===== src/rtl/assoc_pkg.sv =====
// Shared definitions for the associative-buffer command sequencer.
// Holds the buffer ctrl encodings, the command opcodes, the sequencer FSM
// state type and small opcode classification helpers.
package assoc_pkg;

    // Buffer ctrl lane encodings
    localparam logic [1:0] CTRL_NONE = 2'd0;
    localparam logic [1:0] CTRL_CLR  = 2'd1;
    localparam logic [1:0] CTRL_LOAD = 2'd2;
    localparam logic [1:0] CTRL_INCR = 2'd3;

    // Command opcodes (5..7 are illegal)
    localparam logic [2:0] OP_READ       = 3'd0;
    localparam logic [2:0] OP_WRITE      = 3'd1;
    localparam logic [2:0] OP_INCR       = 3'd2;
    localparam logic [2:0] OP_CLEAR      = 3'd3;
    localparam logic [2:0] OP_FETCH_INCR = 3'd4;

    typedef enum logic [1:0] {
        ST_IDLE  = 2'd0,
        ST_ISSUE = 2'd1,
        ST_STALL = 2'd2
    } state_t;

    // Commands that return a value through the response slot
    function automatic logic op_has_resp(input logic [2:0] op);
        return (op == OP_READ) || (op == OP_FETCH_INCR);
    endfunction

    function automatic logic op_legal(input logic [2:0] op);
        return op <= OP_FETCH_INCR;
    endfunction

endpackage


===== src/rtl/sync_fifo.sv =====
// Small synchronous FIFO with a combinational head (rdata shows the oldest
// entry whenever empty=0) so the consumer can act on it in the same cycle.
// Ports: clk, rst (async, active-high), flush (discard all entries next edge,
// a push in the same cycle is dropped), push/wdata, pop/rdata, full, empty,
// count (number of stored entries, 0..DEPTH).
module sync_fifo #(
    parameter int DEPTH = 4,
    parameter int WIDTH = 16
) (
    input  logic                       clk,
    input  logic                       rst,
    input  logic                       flush,
    input  logic                       push,
    input  logic [WIDTH-1:0]           wdata,
    input  logic                       pop,
    output logic [WIDTH-1:0]           rdata,
    output logic                       full,
    output logic                       empty,
    output logic [$clog2(DEPTH):0]     count
);
    localparam int AW = $clog2(DEPTH);

    logic [WIDTH-1:0] mem [DEPTH];
    logic [AW-1:0]    wr_ptr_reg;
    logic [AW-1:0]    rd_ptr_reg;
    logic [AW:0]      count_reg;
    logic             do_push;
    logic             do_pop;

    assign full    = (count_reg == (AW+1)'(DEPTH));
    assign empty   = (count_reg == '0);
    assign count   = count_reg;
    assign rdata   = mem[rd_ptr_reg];
    assign do_push = push && !full && !flush;
    assign do_pop  = pop && !empty && !flush;

    // Storage needs no reset; validity is tracked by the pointers
    always_ff @(posedge clk) begin
        if (do_push) begin
            mem[wr_ptr_reg] <= wdata;
        end
    end

    always_ff @(posedge clk or posedge rst) begin
        if (rst) begin
            wr_ptr_reg <= '0;
            rd_ptr_reg <= '0;
            count_reg  <= '0;
        end else if (flush) begin
            wr_ptr_reg <= '0;
            rd_ptr_reg <= '0;
            count_reg  <= '0;
        end else begin
            if (do_push) begin
                wr_ptr_reg <= wr_ptr_reg + AW'(1);
            end
            if (do_pop) begin
                rd_ptr_reg <= rd_ptr_reg + AW'(1);
            end
            case ({do_push, do_pop})
                2'b10:   count_reg <= count_reg + (AW+1)'(1);
                2'b01:   count_reg <= count_reg - (AW+1)'(1);
                default: count_reg <= count_reg;
            endcase
        end
    end

endmodule


===== src/rtl/assoc_cmd_sequencer.sv =====
// Upstream command stage for the associative buffer.
// Commands (cmd_*) are queued in a FIFO and issued one per cycle from the
// FIFO head onto buf_ctrl/buf_key/buf_data. READ and FETCH_INCR capture the
// buffer's combinational buf_data_output/buf_valid in their issue cycle and
// present them on the resp_* valid/ready port (one-entry slot).
// Ports: clk, rst (async, active-high), cmd_valid/cmd_ready/cmd_op/cmd_key/
// cmd_data, flush, buf_ctrl/buf_key/buf_data, buf_data_output/buf_valid,
// resp_valid/resp_ready/resp_data/resp_hit/resp_key, fifo_count, err (sticky).
module assoc_cmd_sequencer
    import assoc_pkg::*;
#(
    parameter int KEY_WIDTH  = 5,
    parameter int DATA_WIDTH = 8,
    parameter int CTRL_WIDTH = 2,
    parameter int FIFO_DEPTH = 4
) (
    input  logic                          clk,
    input  logic                          rst,
    input  logic                          cmd_valid,
    output logic                          cmd_ready,
    input  logic [2:0]                    cmd_op,
    input  logic [KEY_WIDTH-1:0]          cmd_key,
    input  logic [DATA_WIDTH-1:0]         cmd_data,
    input  logic                          flush,
    output logic [CTRL_WIDTH-1:0]         buf_ctrl,
    output logic [KEY_WIDTH-1:0]          buf_key,
    output logic [DATA_WIDTH-1:0]         buf_data,
    input  logic [DATA_WIDTH-1:0]         buf_data_output,
    input  logic                          buf_valid,
    output logic                          resp_valid,
    input  logic                          resp_ready,
    output logic [DATA_WIDTH-1:0]         resp_data,
    output logic                          resp_hit,
    output logic [KEY_WIDTH-1:0]          resp_key,
    output logic [$clog2(FIFO_DEPTH):0]   fifo_count,
    output logic                          err
);
    localparam int EW    = 3 + KEY_WIDTH + DATA_WIDTH;
    localparam int CNT_W = $clog2(FIFO_DEPTH) + 1;

    state_t                state_reg, state_next;
    logic [EW-1:0]         head;
    logic [2:0]            head_op;
    logic [KEY_WIDTH-1:0]  head_key;
    logic [DATA_WIDTH-1:0] head_data;
    logic                  fifo_full, fifo_empty;
    logic                  push, fire, slot_free;
    logic [KEY_WIDTH-1:0]  last_key_reg;
    logic                  err_reg;
    logic                  resp_valid_reg, resp_hit_reg;
    logic [DATA_WIDTH-1:0] resp_data_reg;
    logic [KEY_WIDTH-1:0]  resp_key_reg;

    assign cmd_ready = !fifo_full;
    assign push      = cmd_valid && !fifo_full && !flush;

    sync_fifo #(
        .DEPTH (FIFO_DEPTH),
        .WIDTH (EW)
    ) u_fifo (
        .clk   (clk),
        .rst   (rst),
        .flush (flush),
        .push  (push),
        .wdata ({cmd_op, cmd_key, cmd_data}),
        .pop   (fire),
        .rdata (head),
        .full  (fifo_full),
        .empty (fifo_empty),
        .count (fifo_count)
    );

    assign head_op   = head[EW-1 -: 3];
    assign head_key  = head[DATA_WIDTH +: KEY_WIDTH];
    assign head_data = head[DATA_WIDTH-1:0];

    // The slot can be refilled in the same cycle its current entry is consumed
    assign slot_free = !resp_valid_reg || resp_ready;

    // Head is driven and popped only in ISSUE; a response command waits for the slot
    assign fire = (state_reg == ST_ISSUE) && !fifo_empty && !flush &&
                  (!op_has_resp(head_op) || slot_free);

    always_comb begin
        state_next = state_reg;
        buf_ctrl   = CTRL_WIDTH'(CTRL_NONE);
        buf_key    = last_key_reg;   // holding the old key avoids spurious allocation
        buf_data   = '0;

        if (fire && op_legal(head_op)) begin
            buf_key = head_key;
            case (head_op)
                OP_WRITE: begin
                    buf_ctrl = CTRL_WIDTH'(CTRL_LOAD);
                    buf_data = head_data;
                end
                OP_INCR, OP_FETCH_INCR: buf_ctrl = CTRL_WIDTH'(CTRL_INCR);
                OP_CLEAR:               buf_ctrl = CTRL_WIDTH'(CTRL_CLR);
                default:                buf_ctrl = CTRL_WIDTH'(CTRL_NONE);
            endcase
        end

        case (state_reg)
            ST_IDLE: begin
                // Looking at the incoming push gives single-cycle issue latency
                if (!flush && (push || !fifo_empty)) begin
                    state_next = ST_ISSUE;
                end
            end
            ST_ISSUE: begin
                if (flush) begin
                    state_next = ST_IDLE;
                end else if (fire) begin
                    state_next = (push || (fifo_count > CNT_W'(1))) ? ST_ISSUE : ST_IDLE;
                end else if (!fifo_empty) begin
                    state_next = ST_STALL;
                end else begin
                    state_next = push ? ST_ISSUE : ST_IDLE;
                end
            end
            ST_STALL: begin
                if (flush) begin
                    state_next = ST_IDLE;
                end else if (slot_free) begin
                    state_next = ST_ISSUE;
                end
            end
            default: state_next = ST_IDLE;
        endcase
    end

    always_ff @(posedge clk or posedge rst) begin
        if (rst) begin
            state_reg      <= ST_IDLE;
            last_key_reg   <= '0;
            err_reg        <= 1'b0;
            resp_valid_reg <= 1'b0;
            resp_data_reg  <= '0;
            resp_hit_reg   <= 1'b0;
            resp_key_reg   <= '0;
        end else begin
            state_reg <= state_next;
            if (fire) begin
                if (op_legal(head_op)) begin
                    last_key_reg <= head_key;
                end else begin
                    err_reg <= 1'b1;
                end
            end
            if (fire && op_has_resp(head_op)) begin
                resp_valid_reg <= 1'b1;
                resp_data_reg  <= buf_data_output;
                resp_hit_reg   <= buf_valid;
                resp_key_reg   <= head_key;
            end else if (resp_ready) begin
                resp_valid_reg <= 1'b0;
            end
        end
    end

    assign resp_valid = resp_valid_reg;
    assign resp_data  = resp_data_reg;
    assign resp_hit   = resp_hit_reg;
    assign resp_key   = resp_key_reg;
    assign err        = err_reg;

endmodule


===== config.mk =====
export PLATFORM = sky130hd
export DESIGN_NAME = assoc_cmd_sequencer
export DESIGN_NICKNAME = d
export VERILOG_FILES = /design/src/rtl/assoc_pkg.sv /design/src/rtl/sync_fifo.sv /design/src/rtl/assoc_cmd_sequencer.sv
export SDC_FILE = /design/constraint.sdc
export NUM_CORES = 1
export LEC_CHECK = 0
export CORE_MARGIN = 3
export CORE_UTILIZATION = 49
export DETAILED_ROUTE_END_ITERATION = 7
export PLACE_DENSITY_LB_ADDON = 0.3
export SLEW_MARGIN = 20
export SYNTH_ARGS = -nofsm -noshare
export SYNTH_HDL_FRONTEND = slang
export SYNTH_SLANG_ARGS = --single-unit
export TNS_END_PERCENT = 10

===== constraint.sdc =====
create_clock -name clk -period 3.17 [get_ports clk]
set_input_delay 0.4755 -clock clk [delete_from_list [all_inputs] [get_ports clk]]
set_output_delay 0.4755 -clock clk [all_outputs]
set_load 0.01 [all_outputs]

==> qor.txt <==
RSZ-0062 raised after global routing - no
Logic pwr share - 30.6%
Clock latency on the worst-skew pair - 0.36 ns
EDFF count, synth - 64
Register area share after synthesis - 67.96%
Post-synth ARST share - 31.91%
Finish-stage setup viols - 0
Die area - 0.009136 mm2
Pre-CTS setup slack - 0.1730 ns
Slew Viols, Final - 0
Pwr Density - 663.4 mW/mm2
Fill count - 571
Max Cap Viol - 0
Setup TNS Final - 0 ns
Class of the worst hold path - input pin to asynchronous set/reset pin
Post-synthesis area per instance - 17.25 um2
Cell type with the largest total area after synthesis - edfxtp_1
Critical path fanouts, max - 12
Peak Freq - 334.3 MHz
Leak Pwr - 1.872 nW
Setup CP Type - register to output port
Bufs and invs on worst path - 3
Final Skew - 0.01448 ns
Vias in the first global route - 2195
Fraction of layout cells with a size suffix above 1 - 23.57%
Max Buffers Root-to-Sink - 2
I/O Buffers - 64
Crit path launch type - register
Largest net degree at the start of global routing - 31
Final antenna diode count - 0
# IOs - 65
Tmin final - 2.991 ns
CTS Hold Buffers Added - 0
Max H-tree Level - 3
Worst-Margin Slew - 0.5218 ns
Worst setup margin - 0.1787 ns
Final hold viol count - 0
Clk pin slew, worst setup/hold paths - 0.10 ns
R2r setup slk - 0.93 ns
RePlAce Congestion - 0.7571
Setup Buffers After CTS - 0
Design Power - 3.290 mW
Cell count after synthesis - 228
Ys flop type - edfxtp_1
CTS root buf - clkbuf_8
Power Internal - 2.382 mW
Critical Path, Cell by Cell - inv_1 -> ha_2 -> nand2b_1 -> and3_2 -> o311a_1 -> buf_4 -> o211a_1 -> clkdlybuf4s50_1
Final wirelength - 6899 um
Cell Area, Synth - 0.003933 mm2
Average wire per standard cell - 16.58 um
Most frequent cells after synthesis - edfxtp_1, dfrtp_1, mux4_2
Psw - 908.0 uW
Outcome - completed
CP max-delay cell - clkdlybuf4s50_1
Worst Setup End Kind - output port
Dpl cells - 400
DP Area - 0.004751 mm2
Global-route usage over all layers - 16.43%
Initial antenna violation count - 0
Warnings from Yosys - 0
Starting DRC count in detailed routing - 108
Antenna-violating nets left - 0
Clk pwr share - 21.2%
CORE AREA - 0.007767 mm2
Sequential power share - 48.2%
Chip height - 95.59 um
FF-to-FF Start - u_fifo.rd_ptr_reg[1]
Area growth from synthesis to layout - 26.12%
Vias post-DR - 2140
Ranking of synthesized cells by area - edfxtp_1, dfrtp_1, mux4_2
Max FFs per register - 64
Final Net Count - 346
Rel. slew slack - 65.14%
Switching Share - 27.60%
WP data required - 2.69 ns
First-pass GRT wire length - 10930 um
R2R cell count - 7
Most common cell in the netlist - edfxtp_1
Post-synthesis cell type count - 40
Final period utilization - 94.36%
WP depth - 8
Critical Path AT - 2.52 ns
DRT Pass-1 Iters - 4
Area fraction of the dominant cell type after synthesis - 48.87%
Post-Synthesis Net Count - 265
Dpl hpwl - 4669 um
Yosys reg bits - 94
Gr ovfl total - 0
Final std cells w/o fill - 416
CTS Buf Count - 9
Critical Path Max Stage Delay - 0.53 ns
Die outline width - 95.59 um
Initial Util - 50.63%
Final core occ - 63.85%
Total DRC errors in the routed layout - 0
Num Clock Sinks - 94
TritonCTS clock tree - built
Max rail drop VDD - 0.3418 mV
Final hold slack - 0.4894 ns
Vias/cell - 5.144
Post-route cell area - 0.004960 mm2
Top delay family on crit path - buffers and inverters
Row cnt - 32
Worst r2r dst - resp_data[1]
[worst max path at each step]
stage / to / slack, ns / startpoint
after global routing: buf_ctrl[1] / 0.05 / u_fifo.count[1]
after detailed placement: buf_key[0] / 0.17 / flush
after global placement: buf_data[4] / 0.18 / flush
final: buf_ctrl[1] / 0.18 / u_fifo.count[0]
after floorplan: buf_key[0] / 1.0 / u_fifo.rd_ptr_reg[1]
after CTS: buf_key[0] / 0.003 / u_fifo.count[1]
[layout by cell type (no fill, tap or decap), types with 2 or more instances in the layout]
master           instances
mux4_2                  14
mux2_2                  11
and2_1                   4
ha_1                     6
inv_6                    2
buf_4                   13
nand2_1                  9
a21oi_1                  7
xnor2_1                  3
dfrtp_1                 28
dfrtp_2                  2
clkdlybuf4s50_1         59
dlymetal6s2s_1           5
mux2_4                   9
clkinvlp_4               2
clkbuf_8                 9
nand2b_1                 4
nor3_1                   2
nor2b_1                 11
edfxtp_1                64
o21bai_1                 2
mux2i_1                  6
nor2_2                   2
inv_1                    6
nor2_1                   7
o21ai_0                  3
[power groups by stage]
| stage | combinational (mW) | sequential (mW) | clock [mW] |
|---|---|---|---|
| floorplan | 0.524 | 1.65 | 0 |
| global placement | 0.996 | 1.60 | 0 |
| detailed placement | 1.02 | 1.62 | 0 |
| CTS | 1.03 | 1.59 | 0.714 |
| global route | 1.10 | 1.61 | 0.766 |
| finish | 1.01 | 1.59 | 0.697 |
[logic make-up after synthesis]
group | synth area share [%]
xor gates and xnor gates | 0.8910
adders and majority gates | 2.513
and+or+nand+nor | 6.555
AOI/OAI and AO/OA | 3.245
DFF | 67.96
buffers and inverters | 1.782
muxes | 17.05
[per-layer routing]
| metal | GRT usage (%) | part of all wire, % |
|---|---|---|
| met3 | 4.815 | 6.9 |
| met4 | 6.398 | 1.4 |
| met5 | 0 | 0 |
| met1 | 21.60 | 46 |
| met2 | 25.88 | 46 |
[worst register-to-register path, cell delays in order (launching register included)]
cell and delay (ns):
dfrtp_2 0.43, buf_4 0.17, mux2i_1 0.23, mux2i_1 0.13
buf_4 0.17, nor2_2 0.14, nand3_2 0.40, mux2_4 0.45
[timing repair]
item                                    4_1_cts  5_1_grt
gates cloned                                  0        0
resized for setup                             4       10
endpoints found under the setup margin       13       15
[area by class of cell]
class	count	area, um2	share of cell area (%)
clock inverters	6	45.04	0.9082
repair buffers	77	750.7	15.14
multi-input cells	121	1211	24.42
flip-flops and latches	94	2675	53.94
clock buffers	10	127.6	2.573
inverters	6	22.52	0.4541
well taps	102	127.6	2.573
(Power assumes the default switching activity.)
